--- src/rtl/ddr_ctrl_wr_burst_pkg.sv ---
// Shared definitions for the SDRAM write burst engine: command encodings,
// FSM state encoding and the timer width used by the recovery counters.
package ddr_ctrl_wr_burst_pkg;

    // SDRAM commands as {cs_n, ras_n, cas_n, we_n}
    localparam logic [3:0] CMD_NOP   = 4'b0111;
    localparam logic [3:0] CMD_ACT   = 4'b0011;
    localparam logic [3:0] CMD_WRITE = 4'b0100;
    localparam logic [3:0] CMD_BST   = 4'b0110;
    localparam logic [3:0] CMD_PRE   = 4'b0010;

    // Width of the shared delay counter; covers tRCD/tWR/tRP up to 256 clocks
    localparam int TMR_W = 8;

    typedef enum logic [3:0] {
        ST_IDLE     = 4'd0,
        ST_PRE_MISS = 4'd1,
        ST_TRP_MISS = 4'd2,
        ST_ACTIVE   = 4'd3,
        ST_TRCD     = 4'd4,
        ST_WRITE    = 4'd5,
        ST_DATA     = 4'd6,
        ST_BST      = 4'd7,
        ST_TWR      = 4'd8,
        ST_PRE      = 4'd9,
        ST_TRP      = 4'd10,
        ST_END      = 4'd11
    } state_t;

    // A wait phase of N clocks is spent as N cycles in its state, so the
    // counter is loaded with N-1 and the state is left when it reaches zero.
    function automatic logic [TMR_W-1:0] tmr_load(input int clk_cnt);
        return (clk_cnt > 0) ? TMR_W'(clk_cnt - 1) : '0;
    endfunction

endpackage

--- src/rtl/ddr_wr_timer.sv ---
// Loadable down-counter with a done flag. One instance is shared by every
// wait phase of the write engine, since only one phase is ever active.
module ddr_wr_timer
    import ddr_ctrl_wr_burst_pkg::*;
(
    input  logic             sys_clk,
    input  logic             sys_rst,
    input  logic             load,
    input  logic [TMR_W-1:0] load_val,
    output logic             done
);

    logic [TMR_W-1:0] cnt_reg;

    // Count down to zero and hold there until the next load
    always_ff @(posedge sys_clk) begin
        if (sys_rst) begin
            cnt_reg <= '0;
        end else if (load) begin
            cnt_reg <= load_val;
        end else if (cnt_reg != '0) begin
            cnt_reg <= cnt_reg - 1'b1;
        end
    end

    assign done = (cnt_reg == '0);

endmodule

--- src/rtl/ddr_ctrl_wr_burst.sv ---
// SDRAM write burst engine: ACT -> WRITE -> data beats -> BST -> tWR -> PRE,
// splitting requests that cross a row boundary into per-row segments.
// Optional macro SDRAM_WR_OPEN_ROW_EN keeps the last row open between
// requests and skips ACT on a row hit.
// Wait parameters may be 0, in which case the matching wait state is skipped.
module ddr_ctrl_wr_burst
    import ddr_ctrl_wr_burst_pkg::*;
#(
    parameter int DATA_WIDTH = 16,
    parameter int BA_WIDTH   = 2,
    parameter int ROW_WIDTH  = 13,
    parameter int COL_WIDTH  = 9,
    parameter int ADDR_WIDTH = 13,
    parameter int LEN_WIDTH  = 10,
    parameter int TRCD_CLK   = 2,
    parameter int TWR_CLK    = 2,
    parameter int TRP_CLK    = 2
)
(
    input  logic                                   sys_clk,
    input  logic                                   sys_rst,
    input  logic                                   init_end_i,
    input  logic                                   wr_en_i,
    input  logic [BA_WIDTH+ROW_WIDTH+COL_WIDTH-1:0] wr_addr_i,
    input  logic [LEN_WIDTH-1:0]                   wr_burst_len_i,
    input  logic [DATA_WIDTH-1:0]                  wr_data_i,
    input  logic                                   wr_row_close_i,
    output logic                                   wr_ack_o,
    output logic                                   wr_end_o,
    output logic [3:0]                             wr_cmd_o,
    output logic [BA_WIDTH-1:0]                    wr_ba_o,
    output logic [ADDR_WIDTH-1:0]                  wr_addr_o,
    output logic                                   wr_sdram_en_o,
    output logic [DATA_WIDTH-1:0]                  wr_sdram_data_o,
    output logic [DATA_WIDTH/8-1:0]                wr_dqm_o
);

    localparam int LA_W = BA_WIDTH + ROW_WIDTH + COL_WIDTH;
    localparam int DM_W = DATA_WIDTH / 8;

    state_t                 state_reg, state_next;
    logic [LA_W-1:0]        cur_addr_reg, cur_addr_next;
    logic [LEN_WIDTH-1:0]   remaining_reg, remaining_next;
    logic [BA_WIDTH-1:0]    seg_ba_reg, seg_ba_next;
    logic [ROW_WIDTH-1:0]   seg_row_reg, seg_row_next;

    logic [3:0]             cmd_reg, cmd_next;
    logic [BA_WIDTH-1:0]    ba_reg, ba_next;
    logic [ADDR_WIDTH-1:0]  addr_reg, addr_next;
    logic                   en_reg, en_next;
    logic [DATA_WIDTH-1:0]  data_reg, data_next;
    logic [DM_W-1:0]        dqm_reg, dqm_next;
    logic                   end_reg, end_next;

    logic [BA_WIDTH-1:0]    cur_ba, req_ba;
    logic [ROW_WIDTH-1:0]   cur_row, req_row;
    logic [COL_WIDTH-1:0]   cur_col;
    logic                   req_accept, last_beat, more_left, row_hit;
    logic                   tmr_load_en, tmr_done;
    logic [TMR_W-1:0]       tmr_load_val;
    state_t                 after_twr, after_trp;

    logic                   open_valid;
    logic [BA_WIDTH-1:0]    open_ba;
    logic [ROW_WIDTH-1:0]   open_row;

    assign cur_ba  = cur_addr_reg[LA_W-1 -: BA_WIDTH];
    assign cur_row = cur_addr_reg[COL_WIDTH +: ROW_WIDTH];
    assign cur_col = cur_addr_reg[COL_WIDTH-1:0];
    assign req_ba  = wr_addr_i[LA_W-1 -: BA_WIDTH];
    assign req_row = wr_addr_i[COL_WIDTH +: ROW_WIDTH];

    assign req_accept = (state_reg == ST_IDLE) && wr_en_i && init_end_i;
    // A segment ends on the request's final beat or on the last column of the row
    assign last_beat  = (remaining_reg == LEN_WIDTH'(1)) || (cur_col == '1);
    assign more_left  = (remaining_reg != '0);
    assign row_hit    = open_valid && (req_ba == open_ba) && (req_row == open_row);

`ifdef SDRAM_WR_OPEN_ROW_EN
    localparam bit OPEN_ROW = 1'b1;

    logic                 open_valid_reg;
    logic [BA_WIDTH-1:0]  open_ba_reg;
    logic [ROW_WIDTH-1:0] open_row_reg;
    logic                 row_keep;

    // The final segment leaves its row open instead of precharging it
    assign row_keep = (state_next == ST_END) &&
                      ((state_reg == ST_BST) || (state_reg == ST_TWR));

    // Track the open bank/row; an external close wins over a same-cycle open
    always_ff @(posedge sys_clk) begin
        if (sys_rst) begin
            open_valid_reg <= 1'b0;
            open_ba_reg    <= '0;
            open_row_reg   <= '0;
        end else if (wr_row_close_i) begin
            open_valid_reg <= 1'b0;
        end else if (row_keep) begin
            open_valid_reg <= 1'b1;
            open_ba_reg    <= seg_ba_reg;
            open_row_reg   <= seg_row_reg;
        end else if ((state_reg == ST_PRE) || (state_reg == ST_PRE_MISS)) begin
            open_valid_reg <= 1'b0;
        end
    end

    assign open_valid = open_valid_reg && !wr_row_close_i;
    assign open_ba    = open_ba_reg;
    assign open_row   = open_row_reg;
`else
    localparam bit OPEN_ROW = 1'b0;

    logic unused_row_close;

    assign unused_row_close = wr_row_close_i;
    assign open_valid       = 1'b0;
    assign open_ba          = '0;
    assign open_row         = '0;
`endif

    assign after_twr = (OPEN_ROW && !more_left) ? ST_END : ST_PRE;
    assign after_trp = more_left ? ST_ACTIVE : ST_END;

    // Delay counter is (re)loaded in the state that precedes each wait phase
    always_comb begin
        tmr_load_en  = 1'b0;
        tmr_load_val = '0;
        case (state_reg)
            ST_ACTIVE:   begin tmr_load_en = 1'b1; tmr_load_val = tmr_load(TRCD_CLK); end
            ST_BST:      begin tmr_load_en = 1'b1; tmr_load_val = tmr_load(TWR_CLK);  end
            ST_PRE,
            ST_PRE_MISS: begin tmr_load_en = 1'b1; tmr_load_val = tmr_load(TRP_CLK);  end
            default:     ;
        endcase
    end

    ddr_wr_timer u_timer (
        .sys_clk  (sys_clk),
        .sys_rst  (sys_rst),
        .load     (tmr_load_en),
        .load_val (tmr_load_val),
        .done     (tmr_done)
    );

    // FSM state register
    always_ff @(posedge sys_clk) begin
        if (sys_rst) begin
            state_reg <= ST_IDLE;
        end else begin
            state_reg <= state_next;
        end
    end

    // FSM next-state logic
    always_comb begin
        state_next = state_reg;
        case (state_reg)
            ST_IDLE: begin
                if (req_accept) begin
                    if (wr_burst_len_i == '0)  state_next = ST_END;
                    else if (row_hit)          state_next = ST_WRITE;
                    else if (open_valid)       state_next = ST_PRE_MISS;
                    else                       state_next = ST_ACTIVE;
                end
            end
            ST_PRE_MISS: state_next = (TRP_CLK == 0) ? ST_ACTIVE : ST_TRP_MISS;
            ST_TRP_MISS: if (tmr_done) state_next = ST_ACTIVE;
            ST_ACTIVE:   state_next = (TRCD_CLK == 0) ? ST_WRITE : ST_TRCD;
            ST_TRCD:     if (tmr_done) state_next = ST_WRITE;
            ST_WRITE,
            ST_DATA:     state_next = last_beat ? ST_BST : ST_DATA;
            ST_BST:      state_next = (TWR_CLK == 0) ? after_twr : ST_TWR;
            ST_TWR:      if (tmr_done) state_next = after_twr;
            ST_PRE:      state_next = (TRP_CLK == 0) ? after_trp : ST_TRP;
            ST_TRP:      if (tmr_done) state_next = after_trp;
            ST_END:      state_next = ST_IDLE;
            default:     state_next = ST_IDLE;
        endcase
    end

    // Address/length bookkeeping: one linear step per consumed beat
    always_comb begin
        cur_addr_next  = cur_addr_reg;
        remaining_next = remaining_reg;
        seg_ba_next    = seg_ba_reg;
        seg_row_next   = seg_row_reg;
        if (req_accept) begin
            cur_addr_next  = wr_addr_i;
            remaining_next = wr_burst_len_i;
        end else if ((state_reg == ST_WRITE) || (state_reg == ST_DATA)) begin
            cur_addr_next  = cur_addr_reg + 1'b1;
            remaining_next = remaining_reg - 1'b1;
        end
        if (state_reg == ST_WRITE) begin
            seg_ba_next  = cur_ba;
            seg_row_next = cur_row;
        end
    end

    // Datapath registers
    always_ff @(posedge sys_clk) begin
        if (sys_rst) begin
            cur_addr_reg  <= '0;
            remaining_reg <= '0;
            seg_ba_reg    <= '0;
            seg_row_reg   <= '0;
        end else begin
            cur_addr_reg  <= cur_addr_next;
            remaining_reg <= remaining_next;
            seg_ba_reg    <= seg_ba_next;
            seg_row_reg   <= seg_row_next;
        end
    end

    // FSM output decode, registered one cycle later onto the SDRAM bus
    always_comb begin
        cmd_next  = CMD_NOP;
        ba_next   = '1;
        addr_next = '1;
        en_next   = 1'b0;
        data_next = '0;
        dqm_next  = '1;
        end_next  = 1'b0;
        case (state_reg)
            ST_ACTIVE: begin
                cmd_next  = CMD_ACT;
                ba_next   = cur_ba;
                addr_next = ADDR_WIDTH'(cur_row);
            end
            ST_WRITE: begin
                cmd_next  = CMD_WRITE;
                ba_next   = cur_ba;
                addr_next = ADDR_WIDTH'(cur_col);
                en_next   = 1'b1;
                data_next = wr_data_i;
                dqm_next  = '0;
            end
            ST_DATA: begin
                en_next   = 1'b1;
                data_next = wr_data_i;
                dqm_next  = '0;
            end
            ST_BST: begin
                cmd_next  = CMD_BST;
            end
            ST_PRE: begin
                cmd_next  = CMD_PRE;
                ba_next   = seg_ba_reg;
                addr_next = '0;
            end
            ST_PRE_MISS: begin
                cmd_next  = CMD_PRE;
                ba_next   = open_ba;
                addr_next = '0;
            end
            ST_END: begin
                end_next  = 1'b1;
            end
            default: ;
        endcase
    end

    // Bus output registers
    always_ff @(posedge sys_clk) begin
        if (sys_rst) begin
            cmd_reg  <= CMD_NOP;
            ba_reg   <= '1;
            addr_reg <= '1;
            en_reg   <= 1'b0;
            data_reg <= '0;
            dqm_reg  <= '1;
            end_reg  <= 1'b0;
        end else begin
            cmd_reg  <= cmd_next;
            ba_reg   <= ba_next;
            addr_reg <= addr_next;
            en_reg   <= en_next;
            data_reg <= data_next;
            dqm_reg  <= dqm_next;
            end_reg  <= end_next;
        end
    end

    // Data is pulled one cycle ahead of the bus beat it lands on
    assign wr_ack_o        = (state_reg == ST_WRITE) || (state_reg == ST_DATA);
    assign wr_end_o        = end_reg;
    assign wr_cmd_o        = cmd_reg;
    assign wr_ba_o         = ba_reg;
    assign wr_addr_o       = addr_reg;
    assign wr_sdram_en_o   = en_reg;
    assign wr_sdram_data_o = data_reg;
    assign wr_dqm_o        = dqm_reg;

endmodule

--- config.mk ---
export PLATFORM = sky130hd
export DESIGN_NAME = ddr_ctrl_wr_burst
export DESIGN_NICKNAME = d
export VERILOG_FILES = /design/src/rtl/ddr_ctrl_wr_burst_pkg.sv /design/src/rtl/ddr_wr_timer.sv /design/src/rtl/ddr_ctrl_wr_burst.sv
export SDC_FILE = /design/constraint.sdc
export NUM_CORES = 1
export LEC_CHECK = 0
export CORE_ASPECT_RATIO = 1.1
export CORE_UTILIZATION = 40
export CTS_CLUSTER_DIAMETER = 100
export DETAILED_ROUTE_END_ITERATION = 16
export GPL_TIMING_DRIVEN = 0
export HOLD_SLACK_MARGIN = 0.05
export PLACE_DENSITY = 0.67
export SKIP_CTS_REPAIR_TIMING = 1
export SYNTH_ARGS = -nofsm -noshare
export SYNTH_HDL_FRONTEND = slang
export SYNTH_SLANG_ARGS = --single-unit
--- constraint.sdc ---
create_clock -name sys_clk -period 2.3 [get_ports sys_clk]
set_input_delay 0.46 -clock sys_clk [delete_from_list [all_inputs] [get_ports sys_clk]]
set_output_delay 0.46 -clock sys_clk [all_outputs]
set_load 0.01 [all_outputs]
==> summary.md <==
| Metric | Value |
|---|---|
| Largest register FFs | 24 |
| CTS sink count | 85 |
| Area of the core | between 9000 and 10,000 µm² |
| Filler Cells Inserted | 919 |
| Routed vias/inst | approximately 6 |
| Final-report max-slew violation count | 0 |
| FF/Latch Area | ~1700 µm² |
| Cell seen most often among critical-path stages | buf_6 |
| Total DRC errors in the routed layout | 0 |
| Gate Count Post-Synth | 445 |
| Met2 global-route usage | between 30% and 40% |
| Total iterations of the first detailed-routing run | 5 |
| Period utilization | between 90% and 100% |
| Critical path type | flip-flop to output pin |
| Fraction of layout cells with a size suffix above 1 | about 8.4% |
| Number of enable flip-flop cells after synthesis | 0 |
| Initial antenna violation count | 0 |
| Area occupied by multi-input gates | 2120 µm² |
| Floorplan die area | around 10,000 µm² |
| Finish-stage setup viols | 0 |
| Worst Setup Start Kind | flip-flop |
| Worst slew margin | 30.9% |
| Design Power | just under 5 mW |
| Required @ worst endpoint | between 1.5 and 2 ns |
| Fraction of registers with async set or reset after synthesis | 0% |
| Final worst clock skew | ~0.0074 ns |
| Average size of a mapped cell | approximately 9 µm² |
| Master of the slowest instance on the critical path | dfxtp_1 |
| Average detailed-routed wire length per instance | around 18 µm |
| Total length of routed wires | between 10,000 and 15,000 µm |
| GR Util All Layers | 23.4% |
| Total non-filler cell area in the finished layout | ~5300 µm² |
| Final total negative setup slack | 0 ns |
| Most frequently used flop master after synthesis | dfxtp_1 |
| Routed via count | 4,011 |
| Final min period | 2.21 ns |
| Vertical die dimension | about 110 µm |
| Highest net fanout along the worst path | 10 |
| GPL Wtd Cong | a little under 0.9 |
| Buffer type at the clock tree root | clkbuf_8 |
| Depth of the CTS H-tree | 3 |
| Area growth from synthesis to final layout | 33.6% |
| Register bit count reported by yosys | 85 |
| Number of placement rows | 37 |
| Via count of the first global-routing pass | between 3,000 and 4,000 |
| Capturing element type of the critical path | output pin |
| Number of antenna repair diodes | 0 |
| CP arrival | ~1.8 ns |
| Worst-Margin Slew | between 1 and 1.5 ns |
| Number of nets in the layout | 615 |
| Worst min-delay path category | flip-flop to flip-flop |
| Post-Synthesis Net Count | 507 |
| Total standard cell area after synthesis | 3990 µm² |
| GR peak layer | met2 |
| Number of different library cells in the post-synthesis netlist | 62 |
| Worst-skew pair later-pin latency | roughly 0.37 ns |
| P per Cell Area | between 900 and 1000 nW/µm² |
| Number of warning messages in the yosys log | 0 |
| Maximum number of pins on one net before global-route repair | 16 |
| Status | finished, final reports clean |
| Largest stage delay on the critical path | around 0.33 ns |
| Met1 Usage GRT | 30.6% |
| # Max-Cap Violations | 0 |
| Count of input and output buffers | 92 |
| DRC violation total after the first TritonRoute iteration | 240 |
| Seq/Total Area, Yosys | a little over two fifths |
| Cell Chain, Critical Path | buf_6, xor2_4, nand2_2, inv_4, buf_6, dlymetal6s2s_1 |
| Hold Violations, Final | 0 |
| Longest Clk Path Bufs | 2 |
| CP bufs+invs | 4 |
| Setup repair after global routing missed its margin | no |
| Maximum clock frequency | between 400 and 500 MHz |
| HPWL Detailed | approximately 8700 µm |
| Reported leakage power | roughly 1.9 nW |
| Worst-case vdd ir drop | around 340 µV |
| Clock slew seen by the registers of the worst setup and hold paths | around 0.09 ns |
| I/O pin cnt | 95 |
| Met3 layer usage reported by global route | roughly 4.3% |
| Initial Util | about two fifths |
| Leftover overflow at the end of global routing | 0 |
| Area post-placement | 5060 µm² |
| Final ANT Viol Nets | 0 |
| TritonCTS clock tree | built |
| Total CTS buffers | 9 |
| Die width | around 100 µm |
| CP top delay family | buffers and inverters |
| First-pass GRT wire length | slightly below 20,000 µm |
[placed cells by master (no fill, tap or decap), types with 13 or more instances in the layout]
cell and n:
nand3_1 21, a21oi_1 22, nor3_1 13, and2_1 18
nor2_1 23, nand2_1 29, clkbuf_1 13, or4_1 13
dfxtp_1 85, clkdlybuf4s50_1 91
[layout make-up]
class	instances	share of cell area [%]
Buffer	28	2.79
Tap cell	117	2.75
Multi-Input combinational cell	319	39.9
Sequential cell	85	31.9
Clock inverter	7	1.41
Inverter	14	1.03
Timing Repair Buffer	96	17.9
Clock buffer	9	2.32
[final timing paths]
kind | startpoint | end | slack, ns | cells after the start
hold / removal | remaining_reg[1]$_SDFFE_PP0P_ | remaining_reg[1]$_SDFFE_PP0P_ | 0.48 | 2
setup reg to reg | state_reg[0]$_SDFFE_PP0P_ | remaining_reg[4]$_SDFFE_PP0P_ | 0.12 | 7
setup / recovery | state_reg[1]$_SDFFE_PP0P_ | wr_ack_o | 0.09 | 6
hold reg to reg | remaining_reg[1]$_SDFFE_PP0P_ | remaining_reg[1]$_SDFFE_PP0P_ | 0.48 | 2
[logic make-up after synthesis]
logic type | Yosys count | synth area share (%)
flops | 85 | 42.6
buf+inv | 42 | 4.73
compound gates | 121 | 21.7
xor+xnor | 11 | 3.07
fa+ha+maj | 7 | 2.19
simple gates | 174 | 24.6
mux | 4 | 1.00
other cells | 1 | 0.0940
[worst register-to-register path, cell delays in order (launching register included)]
cell and delay, ns:
dfxtp_1 0.32, buf_6 0.14, or4_1 0.51, clkbuf_1 0.22, nor2_4 0.34, buf_2 0.33
nand2_1 0.09, a31oi_1 0.16
[per-stage QoR]
step | hold WS (ns) | setup slack, ns | utilization [%] | std cells
floorplan | 0.445 | 0.466 | - | 445
global placement | 0.464 | -0.553 | 53.0 | 654
detailed placement | 0.470 | -0.572 | 53.0 | 654
CTS | 0.478 | -0.976 | 55.1 | 670
global route | 0.499 | 0.0132 | 55.9 | 675
finish | 0.476 | 0.0859 | 55.9 | 675
[per-layer routing]
layer / wire [µm] / part of all wire [%]
met1: 5350 / 44
met2: 5590 / 46
met3: 899 / 7.4
met4: 371 / 3.0
met5: 0 / 0
[power by group]
group	internal (mW)	switching, mW
Sequential	1.72	0.224
Clock	0.505	0.583
Combinational	0.812	1.02
Total	3.04	1.83
[synth_stat cells, drive strengths merged, types with 5 or more instances]
| master | instances | area (µm²) |
|---|---|---|
| o311ai | 5 | 43.8 |
| nor3 | 13 | 65.1 |
| a21oi | 22 | 110 |
| a32oi | 5 | 43.8 |
| or3 | 6 | 37.5 |
| inv | 13 | 48.8 |
| buf | 12 | 76.3 |
| nand2 | 30 | 113 |
| o21ai | 13 | 65.1 |
| a221o | 9 | 90.1 |
| nor2 | 24 | 97.6 |
| a21o | 7 | 52.6 |
| and4 | 6 | 52.6 |
| clkbuf | 16 | 60.1 |
| nor4 | 10 | 62.6 |
| a31oi | 11 | 68.8 |
| o211ai | 12 | 90.1 |
| or4 | 13 | 97.6 |
| xor2 | 8 | 88.8 |
| nand4 | 10 | 62.6 |
| and2 | 18 | 113 |
| ha | 7 | 87.6 |
| nand3 | 21 | 105 |
| a22oi | 12 | 90.1 |
| nor2b | 5 | 31.3 |
| a211oi | 5 | 37.5 |
| dfxtp | 85 | 1700 |
Power figures use the tool's default switching activity.
